$ cat src/rtl/tetris_input_pkg.sv
// Shared defaults, repeat-FSM encoding and gravity period helper for the
// falling-block input conditioner.
package tetris_input_pkg;

    localparam int unsigned DB_CYCLES_DEF  = 500000;
    localparam int unsigned DAS_CYCLES_DEF = 10000000;
    localparam int unsigned ARR_CYCLES_DEF = 2500000;
    localparam int unsigned GRAV_BASE_DEF  = 50000000;
    localparam int unsigned GRAV_STEP_DEF  = 4000000;
    localparam int unsigned GRAV_MIN_DEF   = 5000000;

    // state  | meaning
    // IDLE   | key released, waiting for a debounced press
    // DELAY  | held, counting down the initial auto-repeat delay
    // REPEAT | held, firing once per auto-repeat period
    localparam logic [1:0] ST_IDLE   = 2'd0;
    localparam logic [1:0] ST_DELAY  = 2'd1;
    localparam logic [1:0] ST_REPEAT = 2'd2;

    function automatic logic [31:0] grav_period(input logic [3:0]  lvl,
                                                input logic [31:0] base,
                                                input logic [31:0] step,
                                                input logic [31:0] min_period);
        logic [31:0] dec;
        dec = 32'(lvl) * step;
        if ((base > dec) && ((base - dec) > min_period))
            return base - dec;
        return min_period;
    endfunction

endpackage

$ cat src/rtl/debounce_ch.sv
// One key channel: 2-flop synchronizer followed by a stability-window
// debouncer. Output is active-low like the raw key (1 = released).
module debounce_ch
    import tetris_input_pkg::*;
#(
    parameter int unsigned DB_CYCLES = DB_CYCLES_DEF
) (
    input  logic clk,
    input  logic resetn,
    input  logic key_n,
    output logic key_db_n
);

    localparam logic [31:0] DB_LAST = 32'(DB_CYCLES - 1);

    logic        sync1;
    logic        sync2;
    logic [31:0] cnt;

    always_ff @(posedge clk) begin
        if (!resetn) begin
            sync1    <= 1'b1;
            sync2    <= 1'b1;
            key_db_n <= 1'b1;
            cnt      <= '0;
        end else begin
            sync1 <= key_n;
            sync2 <= sync1;
            // a single agreeing sample restarts the stability window
            if (sync2 == key_db_n) begin
                cnt <= '0;
            end else if (cnt >= DB_LAST) begin
                key_db_n <= sync2;
                cnt      <= '0;
            end else begin
                cnt <= cnt + 32'd1;
            end
        end
    end

endmodule

$ cat src/rtl/input_conditioner.sv
// Debounces three push-buttons, generates left/right auto-repeat move pulses,
// a single rotate pulse per press, and a level-dependent gravity tick.
module input_conditioner
    import tetris_input_pkg::*;
#(
    parameter int unsigned DB_CYCLES  = DB_CYCLES_DEF,
    parameter int unsigned DAS_CYCLES = DAS_CYCLES_DEF,
    parameter int unsigned ARR_CYCLES = ARR_CYCLES_DEF,
    parameter int unsigned GRAV_BASE  = GRAV_BASE_DEF,
    parameter int unsigned GRAV_STEP  = GRAV_STEP_DEF,
    parameter int unsigned GRAV_MIN   = GRAV_MIN_DEF
) (
    input  logic       CLOCK_50,
    input  logic       resetn,
    input  logic       KEY_left_n,
    input  logic       KEY_right_n,
    input  logic       KEY_rot_n,
    input  logic       gravity_en,
    input  logic [3:0] level,
    output logic       left_final,
    output logic       right_final,
    output logic       rot_final,
    output logic       tick_gravity
);

    localparam logic [31:0] DAS_LAST = 32'(DAS_CYCLES - 1);
    localparam logic [31:0] ARR_LAST = 32'(ARR_CYCLES - 1);

    logic left_db_n;
    logic right_db_n;
    logic rot_db_n;
    logic rot_db_prev_n;

    debounce_ch #(.DB_CYCLES(DB_CYCLES)) u_db_left (
        .clk      (CLOCK_50),
        .resetn   (resetn),
        .key_n    (KEY_left_n),
        .key_db_n (left_db_n)
    );

    debounce_ch #(.DB_CYCLES(DB_CYCLES)) u_db_right (
        .clk      (CLOCK_50),
        .resetn   (resetn),
        .key_n    (KEY_right_n),
        .key_db_n (right_db_n)
    );

    debounce_ch #(.DB_CYCLES(DB_CYCLES)) u_db_rot (
        .clk      (CLOCK_50),
        .resetn   (resetn),
        .key_n    (KEY_rot_n),
        .key_db_n (rot_db_n)
    );

    // index 0 = left, 1 = right
    logic [1:0]       pressed;
    logic             both_held;
    logic [1:0][1:0]  rep_state;
    logic [1:0][1:0]  rep_state_nx;
    logic [1:0][31:0] rep_cnt;
    logic [1:0][31:0] rep_cnt_nx;
    logic [1:0]       rep_req;

    assign pressed   = {~right_db_n, ~left_db_n};
    assign both_held = &pressed;

    always_comb begin
        rep_state_nx = rep_state;
        rep_cnt_nx   = rep_cnt;
        rep_req      = '0;
        for (int i = 0; i < 2; i++) begin
            if (!pressed[i]) begin
                rep_state_nx[i] = ST_IDLE;
                rep_cnt_nx[i]   = '0;
            end else begin
                case (rep_state[i])
                    ST_IDLE: begin
                        rep_state_nx[i] = ST_DELAY;
                        rep_cnt_nx[i]   = DAS_LAST;
                        rep_req[i]      = 1'b1;
                    end
                    ST_DELAY: begin
                        if (rep_cnt[i] == '0) begin
                            rep_state_nx[i] = ST_REPEAT;
                            rep_cnt_nx[i]   = ARR_LAST;
                            rep_req[i]      = 1'b1;
                        end else begin
                            rep_cnt_nx[i] = rep_cnt[i] - 32'd1;
                        end
                    end
                    ST_REPEAT: begin
                        if (rep_cnt[i] == '0) begin
                            rep_cnt_nx[i] = ARR_LAST;
                            rep_req[i]    = 1'b1;
                        end else begin
                            rep_cnt_nx[i] = rep_cnt[i] - 32'd1;
                        end
                    end
                    default: begin
                        rep_state_nx[i] = ST_IDLE;
                        rep_cnt_nx[i]   = '0;
                    end
                endcase
            end
        end
    end

    // FSMs keep advancing while both keys are held; only the outputs are masked
    always_ff @(posedge CLOCK_50) begin
        if (!resetn) begin
            rep_state     <= {ST_IDLE, ST_IDLE};
            rep_cnt       <= '0;
            left_final    <= 1'b0;
            right_final   <= 1'b0;
            rot_final     <= 1'b0;
            rot_db_prev_n <= 1'b1;
        end else begin
            rep_state     <= rep_state_nx;
            rep_cnt       <= rep_cnt_nx;
            left_final    <= rep_req[0] & ~both_held;
            right_final   <= rep_req[1] & ~both_held;
            rot_final     <= rot_db_prev_n & ~rot_db_n;
            rot_db_prev_n <= rot_db_n;
        end
    end

    logic [31:0] grav_per;
    logic [31:0] grav_last;
    logic [31:0] grav_cnt;

    assign grav_per  = grav_period(level, GRAV_BASE, GRAV_STEP, GRAV_MIN);
    assign grav_last = (grav_per == '0) ? '0 : grav_per - 32'd1;

    // >= rather than == so a level increase past the current count fires at once
    always_ff @(posedge CLOCK_50) begin
        if (!resetn) begin
            grav_cnt     <= '0;
            tick_gravity <= 1'b0;
        end else if (!gravity_en) begin
            grav_cnt     <= '0;
            tick_gravity <= 1'b0;
        end else if (grav_cnt >= grav_last) begin
            grav_cnt     <= '0;
            tick_gravity <= 1'b1;
        end else begin
            grav_cnt     <= grav_cnt + 32'd1;
            tick_gravity <= 1'b0;
        end
    end

endmodule

$ cat config.mk
export PLATFORM = sky130hd
export DESIGN_NAME = input_conditioner
export DESIGN_NICKNAME = d
export VERILOG_FILES = /design/src/rtl/tetris_input_pkg.sv /design/src/rtl/debounce_ch.sv /design/src/rtl/input_conditioner.sv
export SDC_FILE = /design/constraint.sdc
export NUM_CORES = 1
export LEC_CHECK = 0
export ABC_AREA = 1
export CORE_ASPECT_RATIO = 1.75
export CORE_MARGIN = 10
export CORE_UTILIZATION = 35
export DETAILED_ROUTE_END_ITERATION = 10
export PLACE_DENSITY = 0.5
export SETUP_SLACK_MARGIN = 0.2
export SLEW_MARGIN = 10
export SYNTH_ARGS = -nofsm -noshare
export SYNTH_HDL_FRONTEND = slang
export SYNTH_SLANG_ARGS = --single-unit
$ cat constraint.sdc
create_clock -name CLOCK_50 -period 8.45 [get_ports CLOCK_50]
set_input_delay 2.1125 -clock CLOCK_50 [delete_from_list [all_inputs] [get_ports CLOCK_50]]
set_output_delay 2.1125 -clock CLOCK_50 [all_outputs]
set_load 0.005 [all_outputs]
==> Word-level counts from Yosys, hierarchy flattened <==
Index checks and enable logic that the tools add are counted.
{ "word_totals": {"regBits": 210, "in_bits": 10, "out_inout_bits": 4, "wordCells": 100} }
{ "classes": {"add_sub_neg": 8, "multipliers": 1, "magnitude_cmp": 6, "n_eq_ne": 9, "n_mux": 19, "n_bitwise": 14, "reduce_logical": 21} }
{ "ops": {"columns": ["op", "n"], "rows": [
  ["32-bit two-way mux", 5],
  ["32-bit by 1-bit adder with 32-bit output (second input constant)", 4],
  ["32-bit case mux with 2 select lines", 2],
  ["32-bit by 19-bit greater-or-equal comparator with 1-bit output (second input constant)", 3],
  ["32-bit zero test", 3],
  ["32-bit by 1-bit subtractor with 32-bit output (second input constant)", 3],
  ["32-bit greater-or-equal comparator", 1],
  ["32-bit by 23-bit greater-than comparator with 1-bit output (second input constant)", 1],
  ["26-bit by 26-bit subtractor with 27-bit output (first input constant)", 1],
  ["26-bit greater-than comparator (first input constant)", 1],
  ["4-bit by 14-bit multiplier with 18-bit output (second input constant)", 1],
  ["2-bit AND reduction", 7],
  ["2-bit case mux with 3 select lines", 2],
  ["3-bit OR reduction", 4],
  ["1-bit inverter", 11],
  ["2-bit OR reduction", 4],
  ["1-bit two-way mux", 6],
  ["2-bit by 1-bit == test with 1-bit output (second input constant)", 2],
  ["2-bit == test (second input constant)", 2],
  ["2-bit zero test", 2],
  ["2-bit two-way mux", 2],
  ["2-bit inequality test (second input constant)", 2],
  ["1-bit case mux with 2 select lines", 2],
  ["1-bit AND", 3],
  ["other kinds (2)", 4]
]} }

==> Logic depth before layout (Yosys ltp) <==
{ "depth": {"depth_word": 10, "mapped_depth": 29} }

==> By module <==
Synthesis repeated with hierarchy kept, for this count alone.
{ "hier_totals": {"cells_unflattened": 1541, "area_unflattened_um2": 11508.5} }
{ "modules_own_cells": {"columns": ["mod", "instances", "cells_per_inst", "area_each_um2", "seq_area_each_um2"], "rows": [
  ["input_conditioner", 1, 1040, 7289.5, 2102.0],
  ["debounce_ch", 3, 167, 1406.3, 700.7]
]} }

==> Worst setup path before layout <==
OpenSTA, ideal clock, no wires.
{ "synth_path": {"path_kind": "input-to-reg", "start": "input level[1]", "end": "register grav_cnt[30]", "setup_ps": 64, "arrival_ps": 5993, "t_required_ps": 8386, "setup_slack_ps": 2393, "stages": 26, "path_cell_list": "fa_1 > inv_1 > fa_1 > inv_1 > ha_1 > a21oi_2 > nor2_1 > nor2_2 > nand2_1 > nand2_1 > nand2_2 > nor2_4 > nand2_4 > nand2_2 > nor2_2 > nand2_4 > buf_8 > nand3b_2 > ha_1 > a21oi_1 > o21a_1 > o221ai_1 > a21oi_1 > nand4_1 > buf_2 > nor2_1"} }
{ "synth_between": {"elab_chain_len": 10} }
{ "synth_rtl": {"columns": ["item", "line", "source"], "rows": [
  ["start, declared", "input_conditioner.sv:19", "input logic [3:0] level,"],
  ["4-bit by 14-bit multiplier with 18-bit output *", "tetris_input_pkg.sv:25", "dec = 32'(lvl) * step;"],
  ["26-bit by 26-bit subtractor with 27-bit output", "tetris_input_pkg.sv:26, tetris_input_pkg.sv:27", null],
  ["32-bit by 23-bit greater-than comparator with 1-bit output", "tetris_input_pkg.sv:26", "if ((base > dec) && ((base - dec) > min_period))"],
  ["1-bit logical AND", "tetris_input_pkg.sv:26", null],
  ["1-bit two-way mux", "tetris_input_pkg.sv:26", null],
  ["32-bit two-way mux *", "tetris_input_pkg.sv:28", "return min_period;"],
  ["32-bit by 1-bit subtractor with 32-bit output / 32-bit zero test (equally long branches)", "input_conditioner.sv:132", "assign grav_last = (grav_per == '0) ? '0 : grav_per - 32'd1;"],
  ["32-bit two-way mux *", "input_conditioner.sv:132", null],
  ["32-bit greater-or-equal comparator *", "input_conditioner.sv:142", "end else if (grav_cnt >= grav_last) begin"],
  ["3-bit OR reduction (no source line) *", null, null],
  ["end signal, assigned", "input_conditioner.sv:146", "grav_cnt <= grav_cnt + 32'd1;"],
  ["end, declared", "input_conditioner.sv:129", "logic [31:0] grav_cnt;"]
]} }
Mark *: on every way between the ends. The rest lies on a longest branch, timed or not. The select of a mux whose other input is x is not followed.
A chain may end at the register's enable or synchronous reset.

==> Worst setup path in the final report <==
Same ends and word-level chain as after synthesis.

==> qor.csv <==
metric,value,unit
max_slew headroom,48.6,%
cell area after synthesis,0.0108,sq mm
CTS Buf Count,21,
FP Rows,85,
GR Util met1,11.7,%
period utilisation layout,82.7,%
NumNets Final,1552,
Antenna diodes,0,
Clock Power Share,40.0,%
initial antenna violation count,0,
Ports,14,
Max-Cap Viols,0,
Initial Util,35.3,%
# DRC,0,
cells on worst reg2reg path,9,
Final ANT Viol Nets,0,
switching power,0.608,mW
core footprint,0.0307,sq mm
Crit Path Category,primary input to flop,
"Hold Vio Cnt, Final",0,
hpwl dp,17400,um
GRT Total Usage,11.8,%
gr ovfl total,0,
H-Tree Depth,1,
sequential power share,44.4,%
Hold Buf Count CTS,0,
final max-slew violation count,0,
reg2reg end,rep_cnt[41],
RSZ-0062 raised after global routing,false,
Pleak,5.41,nW
switching part of the total power,26.7,%
vias post-DR,8631,
register area share after synthesis,38.8,%
met3 Use GR,1.27,%
maximum vdd drop,0.000142,V
Worst-Skew Late Latency,0.50,ns
hold depth,2,
status,finished clean,
worst flop-to-flop path startpoint,rep_cnt[32],
clk buf depth,3,
final setup vio count,0,
P per Cell Area,187,mW/mm^2
setup TNS,0,ns
largest net degree at the start of global routing,33,
CTS Sinks,210,
Fill cells,3197,
share of flip-flops with an asynchronous set or reset,0,%
Most Crowded Layer GR,met2,
Port Buffer Count,13,
CTS root buf,clkbuf_16,
Yosys top cell by area,dfxtp_1,
Non-Filler Instances,1877,
#FFs+latches synth,210,
Die ar.,0.0387,sq mm
Tmin final,6.99,ns
Placed Cells,1843,
HP Start,rot_db_prev_n,
Peak Freq,143,MHz
critical path endpoint category,flop,
hold crit path type,flop to flop,
DRT Pass-1 Iters,5,
skew final,0.0139,ns
Routed wire per std cell,12.0,um
Area growth syn-to-layout,12.3,%
post-CTS sizing,0,
sink of the worst hold path,rot_final,
worst slew pin tran,0.768,ns
"commonest non-fill, non-tap cells in the layout","nand2_1 (229), nor2_1 (229), dfxtp_1 (210)",
WP data required,8.82,ns
share of cells above drive strength 1,8.41,%
Setup crit start kind,primary input,
post-synth top area share,38.8,%
Area contributors post-synth,"dfxtp_1 (39%), nand2_1 (7.9%), nor2_1 (7.9%), ha_1 (7.2%), inv_1 (6.1%)",
FF+latch area,0.00420,sq mm
CTS tree,done,
die width,153,um
library cells used by synthesis,50,
drt first-iter violations,214,
Post-Route WL,22600,um
Die H,253,um
vias in the first global route,8609,
RD Place Congestion,0.822,
mean post-synth cell area,7.67,sq um
Synth Instances,1415,
cell internal pwr,1.67,mW
GR Layer Usage met2,24.0,%
R2R setup slack,6.10,ns
Post-synth EDFFs,0,
Comb pwr share,15.6,%
"Reg clk slew, reported paths",0.06,ns
first-pass GRT wire length,39300,um
Avg Vias per Cell,4.60,
Ys Warns,0,
post-CTS setup buffers,0,
predominant post-synthesis flop cell,dfxtp_1,
Arrival @ worst endpoint,7.36,ns
Multi-input gate area,0.00602,sq mm
crit path max fanout,32,
-- flip-flops by register name, summed over array words and instances (netlist names), 4 cells and up --
signal,flops
rep_cnt,64
u_db_left.cnt,32
rep_state,4
u_db_right.cnt,32
u_db_rot.cnt,32
grav_cnt,32
-- worst max-delay path by stage --
stage | from | slack [ns] | depth (start not counted) | to
2_1_floorplan | level[1] | 2.39 | 26 | grav_cnt[30]
5_1_grt | level[1] | 0.99 | 27 | grav_cnt[29]
3_5_place_dp | level[1] | 0.88 | 27 | grav_cnt[24]
6_report | level[1] | 1.46 | 27 | grav_cnt[30]
3_3_place_gp | level[1] | 1.00 | 27 | grav_cnt[29]
4_1_cts | level[1] | 1.40 | 27 | grav_cnt[24]
-- power by group through the flow --
stage | logic [mW] | registers, mW | clock network [mW]
global route | 0.409 | 1.01 | 0.986
global placement | 0.355 | 1.03 | 0
CTS | 0.359 | 1.01 | 0.955
floorplan | 0.286 | 1.03 | 0
finish | 0.354 | 1.01 | 0.910
detailed placement | 0.356 | 1.03 | 0
-- routing by layer --
metal | vias up | wire [um]
met5 | - | 0
met4 | 0 | 652
met3 | 35 | 460
met2 | 78 | 12600
met1 | 3905 | 8840
li1 | 4613 | -
-- area by class of cell --
cell class | instances | area share (%)
multi-input combinational | 1047 | 49.4
sequential | 210 | 34.5
inverter | 181 | 5.58
clock buffer | 27 | 4.66
tap | 391 | 4.02
timing repair buffer | 14 | 1.13
clock inverter | 7 | 0.719
-- stage by stage --
| stage | utilization, % | power [mW] | hold slack, ns | area (sq um) | worst slack (ns) |
|---|---|---|---|---|---|
| final | 39.6 | 2.28 | 0.408 | 12200 | 1.46 |
| after global routing | 39.6 | 2.41 | 0.429 | 12200 | 0.986 |
| after CTS | 39.6 | 2.32 | 0.413 | 12200 | 1.40 |
| after detailed placement | 37.5 | 1.39 | 0.403 | 11500 | 0.883 |
| after global placement | 37.5 | 1.39 | 0.399 | 11500 | 1.00 |
| after floorplan | - | 1.32 | 0.392 | 11000 | 2.39 |
-- Yosys cell counts (3+ instances only) --
library cell / instances
nand2_1: 229
nor2_1: 229
dfxtp_1: 210
inv_1: 177
nand3_1: 74
xor2_1: 64
a21oi_1: 62
ha_1: 62
nor3_1: 37
xnor2_1: 33
o21ai_0: 30
nand4_1: 22
nand2_2: 16
nor2_2: 15
nor4_1: 15
nand3_2: 12
nor3b_1: 11
or2_2: 11
buf_2: 10
nor3_2: 10
nor2_4: 9
o22ai_1: 7
o21a_1: 6
fa_1: 5
nand3b_2: 5
o21ai_1: 5
a31oi_1: 4
nand2_4: 4
nand3b_1: 4
o21bai_1: 4
a21oi_2: 3
inv_2: 3
-- cells by family after synthesis --
family	Yosys count	share of synthesized area [%]
and+or+nand+nor	714	31.5
DFF	210	38.8
buffers and inverters	196	7.07
AOI/OAI and AO/OA	130	6.71
xor gates and xnor gates	97	7.83
adders and majority gates	67	8.07
other	1	0.0346
-- critical path, cell delays in order --
cell and delay (ns):
clkdlybuf4s50_1 0.66, fa_1 0.67, inv_1 0.06, fa_1 0.50, inv_1 0.04, ha_1 0.36
a21oi_2 0.21, nor2_1 0.08, nor2_2 0.12, nand3_1 0.10, nand2_2 0.10, o21ai_1 0.08
nand2_2 0.29, nand2_2 0.09, nor2_2 0.16, nand2_4 0.15, nand2_4 0.14, nor2_1 0.06
ha_1 0.29, nand2_1 0.06, o21ai_0 0.17, nand2_1 0.07, o2111ai_1 0.11, nand3_1 0.12
nand4_1 0.11, buf_4 0.35, nor2_1 0.08
Note: power is estimated with default switching activity, not from simulation.
